===== config.mk =====
export PLATFORM = sky130hd
export DESIGN_NAME = updown_counter_bounded
export DESIGN_NICKNAME = d
export VERILOG_FILES = /design/src/rtl/counter_pkg.sv /design/src/rtl/updown_next.sv /design/src/rtl/updown_counter_bounded.sv
export SDC_FILE = /design/constraint.sdc
export NUM_CORES = 1
export LEC_CHECK = 0
export CORE_AREA = 10 10 119 121
export CTS_CLUSTER_SIZE = 12
export DETAILED_ROUTE_END_ITERATION = 8
export DIE_AREA = 0 0 129 131
export PLACE_DENSITY_LB_ADDON = 0.08
export SETUP_SLACK_MARGIN = 0.05
export SLEW_MARGIN = 20
export SYNTH_ARGS = -nofsm -noshare
export SYNTH_HDL_FRONTEND = slang
export SYNTH_SLANG_ARGS = --single-unit
export TNS_END_PERCENT = 50

===== constraint.sdc =====
create_clock -name clk -period 14.2 [get_ports clk]
set_input_delay 2.13 -clock clk [delete_from_list [all_inputs] [get_ports clk]]
set_output_delay 2.13 -clock clk [all_outputs]
set_load 0.02 [all_outputs]

===== src/rtl/counter_pkg.sv =====
// Shared definitions for the counter family: wrap/saturate policy applied
// when a step crosses the programmed bounds.
package counter_pkg;

  typedef enum logic {
    MODE_WRAP = 1'b0,
    MODE_SAT  = 1'b1
  } mode_e;

endpackage : counter_pkg


===== src/rtl/updown_next.sv =====
// Combinational next-state for the bounded up/down counter: applies one step
// and decides wrap/saturate plus the overflow/underflow flags.
module updown_next
  import counter_pkg::*;
#(
  parameter int    WIDTH      = 32,
  parameter int    STEP_WIDTH = 8,
  parameter mode_e MODE       = MODE_WRAP
) (
  input  logic [WIDTH-1:0]      i_count,
  input  logic [STEP_WIDTH-1:0] i_step,
  input  logic                  i_down,
  input  logic [WIDTH-1:0]      i_lim_lo,
  input  logic [WIDTH-1:0]      i_lim_hi,
  output logic [WIDTH-1:0]      o_next_count,
  output logic                  o_ovf_next,
  output logic                  o_unf_next
);

  logic        [WIDTH:0] w_step_ext;
  logic        [WIDTH:0] w_sum;
  logic signed [WIDTH:0] w_diff;

  // Landing point after a crossing; the remainder is deliberately dropped.
  function automatic logic [WIDTH-1:0] f_cross_target(
    input logic             up,
    input logic [WIDTH-1:0] lo,
    input logic [WIDTH-1:0] hi
  );
    if (MODE == MODE_SAT) return up ? hi : lo;
    else                  return up ? lo : hi;
  endfunction

  assign w_step_ext = {{(WIDTH+1-STEP_WIDTH){1'b0}}, i_step};
  assign w_sum      = {1'b0, i_count} + w_step_ext;
  assign w_diff     = $signed({1'b0, i_count}) - $signed(w_step_ext);

  always_comb begin
    o_next_count = i_count;
    o_ovf_next   = 1'b0;
    o_unf_next   = 1'b0;
    // A zero step is a pure hold, even when the count sits outside the range.
    if (i_step != '0) begin
      if (!i_down) begin
        if (w_sum > {1'b0, i_lim_hi}) begin
          o_next_count = f_cross_target(1'b1, i_lim_lo, i_lim_hi);
          o_ovf_next   = 1'b1;
        end else begin
          o_next_count = w_sum[WIDTH-1:0];
        end
      end else begin
        if (w_diff < $signed({1'b0, i_lim_lo})) begin
          o_next_count = f_cross_target(1'b0, i_lim_lo, i_lim_hi);
          o_unf_next   = 1'b1;
        end else begin
          o_next_count = w_diff[WIDTH-1:0];
        end
      end
    end
  end

endmodule : updown_next


===== src/rtl/updown_counter_bounded.sv =====
// Bounded up/down counter with programmable limits, variable step, load and
// wrap/saturate policy; reports bound hits and crossing pulses.
module updown_counter_bounded
  import counter_pkg::*;
#(
  parameter int               WIDTH       = 32,
  parameter int               STEP_WIDTH  = 8,
  parameter mode_e            MODE        = MODE_WRAP,
  parameter logic [WIDTH-1:0] RESET_VALUE = '0
) (
  input  logic                  clk,
  input  logic                  rst,
  input  logic                  en,
  input  logic                  down,
  input  logic [STEP_WIDTH-1:0] step,
  input  logic                  load,
  input  logic [WIDTH-1:0]      load_value,
  input  logic [WIDTH-1:0]      lim_lo,
  input  logic [WIDTH-1:0]      lim_hi,
  output logic [WIDTH-1:0]      count,
  output logic                  at_lo,
  output logic                  at_hi,
  output logic                  ovf,
  output logic                  unf
);

  logic [WIDTH-1:0] r_count;
  logic             r_ovf;
  logic             r_unf;
  logic [WIDTH-1:0] w_next_count;
  logic             w_ovf_next;
  logic             w_unf_next;

  updown_next #(
    .WIDTH      (WIDTH),
    .STEP_WIDTH (STEP_WIDTH),
    .MODE       (MODE)
  ) u_next (
    .i_count      (r_count),
    .i_step       (step),
    .i_down       (down),
    .i_lim_lo     (lim_lo),
    .i_lim_hi     (lim_hi),
    .o_next_count (w_next_count),
    .o_ovf_next   (w_ovf_next),
    .o_unf_next   (w_unf_next)
  );

  // Stage p0 -> output register: priority rst > load > en > hold.
  always_ff @(posedge clk) begin
    if (rst) begin
      r_count <= RESET_VALUE;
      r_ovf   <= 1'b0;
      r_unf   <= 1'b0;
    end else if (load) begin
      r_count <= load_value;
      r_ovf   <= 1'b0;
      r_unf   <= 1'b0;
    end else if (en) begin
      r_count <= w_next_count;
      r_ovf   <= w_ovf_next;
      r_unf   <= w_unf_next;
    end else begin
      r_ovf   <= 1'b0;
      r_unf   <= 1'b0;
    end
  end

  assign count = r_count;
  assign ovf   = r_ovf;
  assign unf   = r_unf;
  assign at_lo = (r_count == lim_lo);
  assign at_hi = (r_count == lim_hi);

endmodule : updown_counter_bounded


==> flow_metrics.env, run 1 <==
export IMPL_max_freq_mhz=119
export IMPL_met1_usage_pct=42.7
export IMPL_synth_cells=909
export IMPL_p_per_area_nw_per_um2=75.0
export IMPL_clk_pin_slew_worst_paths_ps=70
export IMPL_yosys_area_top_type="ha_1"
export IMPL_route_vias_total=7891
export IMPL_slew_violations=0
export IMPL_clkPwrFrac_pct=20.0
export IMPL_gp_congestion=1.09
export IMPL_ys_seq_area_share_pct=10.3
export IMPL_cts_tree="yes"
export IMPL_internal_power_mw=0.324
export IMPL_synth_ff_type="dfxtp_1"
export IMPL_status="finished clean"
export IMPL_overflow=0
export IMPL_via_per_inst=6.83
export IMPL_layout_commonest_cell="clkdlybuf4s50_1"
export IMPL_tightest_slew_ps=1200
export IMPL_power_switching_mw=0.291
export IMPL_async_reset_ff_share_pct=0
export IMPL_syn_to_final_growth_pct=24.1
export IMPL_skew_ps=9.14
export IMPL_comb_power_share_pct=58.1
export IMPL_antenna_left=0
export IMPL_fin_ws_ps=5770
export IMPL_htree_num_levels=2
export IMPL_rsz0062_at_grt="false"
export IMPL_start_util_pct=55.9
export IMPL_synth_edf_count=0
export IMPL_peakVddDrop_mv=0.0495
export IMPL_antenna_found_initial=0
export IMPL_wl_per_cell_um=25.8
export IMPL_io_pins=145
export IMPL_syn_nets=1099
export IMPL_min_path_type="reg -> reg"
export IMPL_synth_area_top_cells="ha_1 (15%), xor2_1 (11%), dfxtp_1 (10%), inv_1 (4.9%), xnor2_1 (4.5%)"
export IMPL_ys_types=62
export IMPL_startpoint_type="primary input"
export IMPL_setup_viol=0
export IMPL_gr_usage_all_layers_pct=34.4
export IMPL_path_class="in -> reg"
export IMPL_numCtsBuffers=5
export IMPL_cts_root_buf="clkbuf_16"
export IMPL_cap_viol_max_count=0
export IMPL_post_cts_resized=0
export IMPL_synth_seq_cells=34
export IMPL_finalNetCount=1197
export IMPL_cp_end_kind="flop"
export IMPL_grtUsageMet3_pct=10.3
export IMPL_synth_cell_area_um2=6600
export IMPL_dp_hpwl_mm=22.5
export IMPL_final_cell_mix="clkdlybuf4s50_1 (144), inv_1 (87), xor2_1 (85)"
export IMPL_grt_first_pass_wirelength_mm=44.6
export IMPL_dp_slack_ps=5730
export IMPL_switching_share_pct=47.4
export IMPL_worstSkewPairLatency_ps=310
export IMPL_power_leakage_nw=3.63
export IMPL_cts_buffer_depth=2
export IMPL_fin_crit_sh_pct=59.3
export IMPL_cts_hold_buf=0
export IMPL_antenna_cells=0
export IMPL_crit_fanout=17
export IMPL_die_area_um2=16900
export IMPL_fin_setup_tns_ps=0
export IMPL_finalCriticalPeriod_ps=8430
export IMPL_grt_start_max_net_pins=33
export IMPL_rows=40
export IMPL_drtIter0Drc=1283
export IMPL_cts_sinks=34
export IMPL_grt_pass1_vias=7649
export IMPL_grt_busiest_layer="met2"
export IMPL_layout_drive_gt1_share_pct=3.67
export IMPL_die_y_um=131
export IMPL_coreArea_um2=11800
export IMPL_maxSlewHeadroom_pct=19.6
export IMPL_die_width_um=129
export IMPL_port_buffers=144
export IMPL_grt_use_met2_pct=51.5
export IMPL_synth_warnings=0
export IMPL_drc=0
export IMPL_seq_power_share_pct=21.9
export IMPL_hold_viol=0
export IMPL_required_ps=14320
export IMPL_arrival_ps=8540
export IMPL_cts_setup_buffers=0
export IMPL_firstDrtPassIters=5
export IMPL_postSynthAreaPerCell_um2=7.26
export IMPL_synth_top_cell_area_share_pct=15.0
export IMPL_finalWirelength_mm=29.8
[critical path: stages]
cell and delay, ps:
clkdlybuf4s50_1 530, ha_1 180, inv_1 50, fa_1 400
or2_2 330, a221oi_1 530, o211a_1 580, nand4_1 180
xnor2_1 290, ha_1 320, nand4_1 110, nor3_1 90
a21boi_0 140, o41ai_1 580, a21o_1 770, nand2_1 780
o21ai_0 410, a221oi_1 130
[routing by layer]
metal,share of wire (%),vias to the layer above
met5,0,-
met2,42,634
met3,13,149
li1,-,3519
met1,38,3589
met4,6.3,0
[kinds of logic after synthesis]
logic type | Yosys count | synth area share, %
and+or+nand+nor | 262 | 21.3
AOI/OAI and AO/OA | 244 | 25.4
buffers and inverters | 154 | 9.36
xor gates and xnor gates | 119 | 15.8
adders and majority gates | 81 | 15.6
DFF | 34 | 10.3
muxes | 15 | 2.29
[worst paths after layout]
kind         startpoint         to  slack (ps)  depth (start not counted)
max             step[0]  count[28]        5770                         18
min            count[3]   count[3]         610                          2
max reg2reg    count[1]  count[28]        7650                         16
min reg2reg    count[3]   count[3]         610                          2
[flip-flops by register name, indices dropped and copies added (netlist names)]
signal and count:
unf 1, count 32, ovf 1
[per-stage QoR]
step                      utilization (%)  std cells  hold WS (ps)  area [µm²]  power [mW]
final                                69.4       1155           612        8190       0.615
after detailed placement             68.1       1147           593        8050       0.478
after CTS                            69.4       1155           605        8190       0.598
after global placement               68.1       1147           605        8050       0.476
after global routing                 69.4       1155           652        8190       0.641
after floorplan                         -        909           638        6600       0.346
[power by group through the flow]
| stage | Combinational [mW] | Clock [mW] | Sequential [mW] |
|---|---|---|---|
| final | 0.357 | 0.123 | 0.135 |
| after global routing | 0.382 | 0.122 | 0.136 |
| after CTS | 0.345 | 0.119 | 0.133 |
| after detailed placement | 0.343 | 0 | 0.135 |
| after global placement | 0.341 | 0 | 0.135 |
| after floorplan | 0.221 | 0 | 0.125 |
[cell usage after synthesis (6+ instances only)]
library cell and n:
nor3_1 23, o21a_1 8, o211ai_1 21, nand2_1 27, inv_1 87, mux2i_1 14, or3_1 16, dfxtp_1 34
nor4_1 29, o221ai_1 6, nand4_1 32, xor2_1 85, a21oi_1 46, o21ai_0 56, clkbuf_1 58, xnor2_1 34
a221oi_1 8, a21o_1 13, a31oi_1 8, nor2_1 60, nor2b_1 6, and3_1 12, nand3_1 29, o31a_1 13
ha_1 79, a311oi_1 8, a211oi_1 18
[final cells by class]
class	instances	area [µm²]
Clock buffer	7	143
Clock inverter	1	5.00
Fill cell	1012	3620
Inverter	87	327
Multi-Input combinational cell	721	5310
Sequential cell	34	681
Tap cell	147	184
Timing Repair Buffer	158	1550
(Power assumes the default switching activity.)
==> run 2, diff against run 1 <==
Settings changed: CORE_AREA 10 10 119 121 to 10 10 129 131, DIE_AREA 0 0 129 131 to 0 0 139 141.
Clock period 14.2 ns to 7.5 ns, I/O delays scaled along.
==> run 2 against run 1 <==
Largest cell class unchanged; die area is 16% higher; hold slack improved by 1.3 ps; count of clock-buffer cells in the layout unchanged; combinational power grew 93%; clock skew is 2.6 ps lower; sequential cell count unchanged; final cell count is 4.1% higher; cell area up 1.6%; routed wire length down 0.45%; clock power rose by 89%; highest routed layer unchanged.
==> flow_metrics.env, run 2 (same netlist as run 1, synthesis figures left out) <==
export IMPL_status="finished clean"
export IMPL_route_vias_total=7729
export IMPL_path_class="in -> reg"
export IMPL_firstDrtPassIters=5
export IMPL_min_path_type="reg -> reg"
export IMPL_finalNetCount=1207
export IMPL_cts_root_buf="clkbuf_16"
export IMPL_grt_first_pass_wirelength_mm=45.0
export IMPL_dp_slack_ps=574
export IMPL_arrival_ps=7010
export IMPL_layout_drive_gt1_share_pct=4.81
export IMPL_cap_viol_max_count=0
export IMPL_startpoint_type="primary input"
export IMPL_cts_setup_buffers=0
export IMPL_grt_start_max_net_pins=24
export IMPL_fin_area_um2=8320
export IMPL_fillCellCount=1363
export IMPL_port_buffers=144
export IMPL_antenna_left=0
export IMPL_cts_sinks=34
export IMPL_final_cell_mix="clkdlybuf4s50_1 (144), inv_1 (87), xor2_1 (85)"
export IMPL_peakVddDrop_mv=0.0961
export IMPL_dpl_instance_area_um2=8180
export IMPL_via_per_inst=6.43
export IMPL_dp_hpwl_mm=22.8
export IMPL_fin_crit_sh_pct=90.9
export IMPL_cp_end_kind="flop"
export IMPL_die_y_um=141
export IMPL_gr_usage_all_layers_pct=29.0
export IMPL_holdWs_ps=614
export IMPL_overflow=0
export IMPL_grt_pass1_vias=7771
export IMPL_drtIter0Drc=1037
export IMPL_p_per_area_nw_per_um2=141
export IMPL_fin_ws_ps=684
export IMPL_slew_violations=0
export IMPL_io_pins=145
export IMPL_die_area_um2=19600
export IMPL_r2r_start="count[0]"
export IMPL_rsz0062_at_grt="false"
export IMPL_required_ps=7700
export IMPL_wl_per_cell_um=24.7
export IMPL_layout_commonest_cell="clkdlybuf4s50_1"
export IMPL_fin_setup_tns_ps=0
export IMPL_syn_to_final_growth_pct=26.1
export IMPL_antenna_found_initial=0
export IMPL_setup_viol=0
export IMPL_rows=44
export IMPL_clk_pin_slew_worst_paths_ps=60
export IMPL_cts_hold_buf=0
export IMPL_worstSkewPairLatency_ps=310
export IMPL_crit_fanout=7
export IMPL_skew_ps=6.50
export IMPL_post_cts_resized=0
export IMPL_post_route_util_pct=58.6
export IMPL_die_width_um=139
export IMPL_antenna_cells=0
export IMPL_cts_buffer_depth=2
export IMPL_tightest_slew_ps=1140
export IMPL_finalCriticalPeriod_ps=6820
export IMPL_largest_reg_flops=32
export IMPL_start_util_pct=46.5
export IMPL_power_leakage_nw=3.68
export IMPL_coreArea_um2=14200
export IMPL_crit_start="step[0]"
export IMPL_htree_num_levels=2
export IMPL_cts_tree="yes"
export IMPL_numCtsBuffers=5
export IMPL_hp_start="count[3]"
export IMPL_finalWirelength_mm=29.6
export IMPL_max_freq_mhz=147
export IMPL_hold_viol=0
export IMPL_gp_congestion=1.03
export IMPL_drc=0
export IMPL_maxSlewHeadroom_pct=23.3
[run 2: cell count changes in the layout (fill, tap and decap cells not counted), sizes merged]
cell | before | now
buf | 14 | 24
[run 2: cell type report]
| class | count | area (µm²) | share of cell area (%) |
|---|---|---|---|
| flip-flops and latches | 34 | 681 | 8.18 |
| inverters | 87 | 327 | 3.92 |
| repair buffers | 168 | 1620 | 19.5 |
| well taps | 184 | 230 | 2.77 |
| clock inverters | 1 | 5.00 | 0.0601 |
| multi-input cells | 721 | 5320 | 63.9 |
| clock buffers | 7 | 143 | 1.71 |
[run 2: path summary, 6_finish.rpt]
check	to	slack [ps]	depth (start not counted)
setup / recovery	count[22]	680	20
hold reg to reg	count[3]	610	2
setup reg to reg	count[22]	1540	19
hold / removal	count[3]	610	2
[run 2: critical path: stages]
cell and delay, ps:
clkdlybuf4s50_1 510, ha_1 180, inv_1 50, fa_1 400
or2_2 330, a221oi_1 600, o211a_1 480, buf_4 260
nand4_1 120, xnor2_1 190, ha_1 320, a21o_1 190
a21oi_1 190, o211ai_1 240, nor4_1 650, a21oi_1 240
buf_4 220, o21ai_0 220, o21ai_0 160, a221oi_1 340
[run 2: stage by stage]
step | cells | power [mW]
3_3_place_gp | 1194 | 0.917
2_1_floorplan | 909 | 0.655
4_1_cts | 1202 | 1.15
5_1_grt | 1202 | 1.23
3_5_place_dp | 1194 | 0.921
6_report | 1202 | 1.17
[run 2: routing by layer]
metal  vias to the layer above  track usage (%)  share of wire [%]
met5                         -                0                  0
met2                       536             45.3                 44
met4                         0             16.2                5.2
met1                      3535             35.3                 40
met3                       127             7.89                 11
li1                       3531                -                  -
[run 2: report_power, final]
part | internal (mW) | switching [mW] | leakage, nW
registers | 0.198 | 0.0553 | 0.283
logic | 0.292 | 0.397 | 3.32
clock network | 0.132 | 0.0998 | 0.0739
